File: src/rtl/tt_settle_timer.sv
// Settle timer: counts 0..SETTLE while enabled and flags the terminal count,
// wrapping back to 0 on the terminal cycle so the next vector starts fresh.
module tt_settle_timer #(
    parameter int SETTLE = 2,
    parameter int CNT_W  = 8
) (
    input  logic clk,
    input  logic rst_n,
    input  logic clear,
    input  logic enable,
    output logic tc
);

    logic [CNT_W-1:0] cnt;

    assign tc = (cnt == CNT_W'(SETTLE));

    // Counter register: clear dominates, otherwise count and wrap at terminal count.
    always_ff @(posedge clk or negedge rst_n) begin
        if (!rst_n) begin
            cnt <= '0;
        end else if (clear) begin
            cnt <= '0;
        end else if (enable) begin
            cnt <= tc ? '0 : cnt + 1'b1;
        end
    end

endmodule

File: config.mk
export PLATFORM = sky130hd
export DESIGN_NAME = tt_settle_timer
export DESIGN_NICKNAME = d
export VERILOG_FILES = /design/src/rtl/tt_settle_timer.sv
export SDC_FILE = /design/constraint.sdc
export NUM_CORES = 1
export LEC_CHECK = 0
export BUFFER_PORTS_ARGS = -buffer_cell sky130_fd_sc_hd__buf_2
export CORE_MARGIN = 4
export CORE_UTILIZATION = 35
export DETAILED_ROUTE_END_ITERATION = 10
export PLACE_DENSITY = 0.52
export SYNTH_ARGS = -nofsm -noshare
export SYNTH_HDL_FRONTEND = slang
export SYNTH_SLANG_ARGS = --single-unit
File: constraint.sdc
create_clock -name clk -period 2.3 [get_ports clk]
set_clock_uncertainty 0.15 [all_clocks]
set_input_delay 0.23 -clock clk [delete_from_list [all_inputs] [get_ports clk]]
set_output_delay 0.23 -clock clk [all_outputs]
set_load 0.02 [all_outputs]
# After elaboration in Yosys (flattened, before gate mapping)
# Cells that the tools add are included.
# classes
n_addsub	1
n_eq_ne	1
mux	3
n_reduce_logical	1
# ops
op	n
8-bit two-way mux	3
8-bit by 1-bit adder with 8-bit output, second input constant	1
8-bit by 2-bit == test with 1-bit output, second input constant	1
2-bit nonzero test	1
# word_totals
regBits	8
inputBits	4

# Longest topological paths before layout
# logic_depth
depth_word	4
mapped_depth	5

# Worst setup path after synthesis
# OpenSTA, ideal clock, no wires.
# synth_timing
path_type	reg-to-output
start	register cnt[0]
end	output port tc
arrival_time_ps	1402
required_ps	1920
path_slack_ps	518
path_stages_with_launch	5
cell_sequence	dfrtp_1 > inv_1 > ha_1 > or4b_4 > nor2_1
# synth_between
elab_chain_cells	1
# synth_lines
element	line	rtl
from (decl)	14	logic [CNT_W-1:0] cnt;
from (signal assigned)	25	cnt <= tc ? '0 : cnt + 1'b1;
8-bit by 2-bit == test with 1-bit output	16	assign tc = (cnt == CNT_W'(SETTLE));
to (decl)	11	output logic tc
# No other way between the ends.

# Worst setup path after layout
# Ends and elaborated chain as after synthesis.

==> impl_metrics.ini <==
[grt]
grt_pass1_vias = 371
met3_usage = 0.0366
antenna_found_initial = 0
grt_pass1_wl_um = 1530
grt-ovfl-total = 0
grt_busiest_layer = met2
met1_usage = 0.134
gr-usage-all-layers = 0.110
met2_usage = 0.169
grt_max_degree = 9

[setup_path]
crit_chain = inv_1, ha_1, or4b_4, nor2_1, buf_2
critPathKind = flip-flop to output pin
ff2ff_setup_slack_ns = 0.45
setup.worst_path.start_class = flip-flop
critPathBufInv = 2
critPathTopFamily = simple AND/OR/NAND/NOR gates
end_kind = output pin
max_stage_delay_ns = 0.50
crit_required_ns = 1.92
critPathArrivalTime_ns = 1.70
crit_slowest_cell = or4b_4
cp_max_fo = 5

[sta]
slew_headroom = 0.683
setup-tns-final_ns = 0
finalSetupViolCount = 0
hold_viol_final = 0
clock.fmax_mhz = 482
fin_crit_sh = 0.903
slew_violations = 0
rsz0062_at_grt = false
worst_pin_slew_ns = 0.471
min_period_ns = 2.08

[synthesis]
avgSynthCellArea_um2 = 9.72
synth_area_leaders = dfrtp_1 (44%), a21oi_1 (5.5%), ha_1 (5.5%)
synth_nets = 53
synth_largest_area_cell = dfrtp_1
synth_top_area_frac = 0.438
syn-cell-area_um2 = 457
seq_area_frac_synth = 0.438
ys_seq_elements = 8
syn-instance-count = 47
ys_types = 20
yosysWarningCount = 0

[layout]
num_antenna_cells = 0
syn2layout_area_growth_pct = 15.3
biggestRegsByFlops = cnt x8
drive_gt1_frac = 0.200
fin_area_um2 = 527
top_register = cnt
utilization = 0.450
final_common_cell = dfrtp_1
fin_nets = 63
final_cell_mix = dfrtp_1 (8), o21ai_0 (5), a21oi_1 (5)
largest_reg_flops = 8

[clock_tree]
clockRootBuffer = clkbuf_4
cts_setup_buffers = 0
clockBufferDepth = 2
h-tree-depth = 1
insertion_delay_ns = 0.26
cts_tree = yes
clk_pin_slew_worst_paths_ns = 0.06
numCtsBuffers = 3
cts_sinks = 8

[routing]
viasPerCell = 5.78
final_antenna_net_count = 0
post_drt_wl_per_cell_um = 13.7
routed_wl_um = 943
via_count = 399
first_pass_iters = 5
drt_iter0_markers = 16
route.detailed.drc = 0

[power_and_ir_drop]
pwr_density_cell_nw_per_um2 = 554
irDropWorstVdd_mv = 0.339
p_leak_uw = 0.000228

[place]
hpwl_um = 704
place_area_um2 = 494
routabilityCongestion = 0.857
io_buffer_count = 4

[floorplanning]
dieArea_um2 = 1950
rows = 12
chipWidth_um = 44.1
die_h_um = 44.1
start_util = 0.390
fp.coreArea_um2 = 1170
io_pins = 5

[worst_hold_path]
hold_path_class = input pin to flip-flop

[run_status]
status = finished, final reports clean

[run]
maxCapViolations = 0
==> cells by family after synthesis <==
family,share of synthesized area
compound gates,0.247
simple gates,0.189
flops,0.438
buf+inv,0.0329
xor+xnor,0.0384
fa+ha+maj,0.0548
==> synthesized netlist by cell type <==
library cell	n
o41ai_1	1
xor2_1	2
nand3_1	1
nor2_1	3
dfrtp_1	8
o311ai_0	1
a21oi_1	5
or3_1	3
ha_1	2
nor2b_1	1
or2_2	1
nand4_1	1
o21ai_0	5
or4b_4	1
o31ai_4	1
o211ai_1	2
or3_2	1
nand2_1	3
o2111ai_1	1
inv_1	4
==> metrics by stage <==
step	worst slack (ns)	std cells	total power, uW	hold WS [ns]
global route	0.159	69	309	0.0637
floorplan	0.518	47	168	-0.216
CTS	0.221	69	293	0.0566
global placement	0.522	65	179	-0.0681
detailed placement	0.467	65	181	-0.0644
finish	0.224	69	292	0.0604
==> report_power, final <==
| part | switching [uW] | internal (uW) | total [uW] |
|---|---|---|---|
| registers | 4.26 | 144 | 148 |
| clock network | 52.0 | 60.0 | 112 |
| logic | 18.9 | 12.7 | 31.6 |
==> layout make-up <==
class / instances / area, um2
clock buffers: 3 / 22.5
fillers: 109 / 644
inverters: 4 / 15.0
multi-input cells: 35 / 241
repair buffers: 5 / 30.0
flip-flops and latches: 8 / 200
well taps: 14 / 17.5
==> final timing paths <==
path / start / endpoint / depth (start not counted)
setup reg to reg: cnt[0] / cnt[4] / 5
hold reg to reg: cnt[7] / cnt[7] / 2
max in group asynchronous: rst_n / cnt[4] / 2
setup / recovery: cnt[0] / tc / 5
hold / removal: clear / cnt[0] / 2
min in group asynchronous: rst_n / cnt[5] / 2
==> routing by layer <==
layer	vias up	share of wire
met1	199	0.46
met4	0	0.020
met3	2	0.035
li1	192	-
met5	-	0
met2	6	0.49
==> what timing repair did <==
item,CTS,global route
resized for setup,0,0
hold buffers,1,0
hold endpoints to repair,8,0
Note: power is estimated with default switching activity, not from simulation.
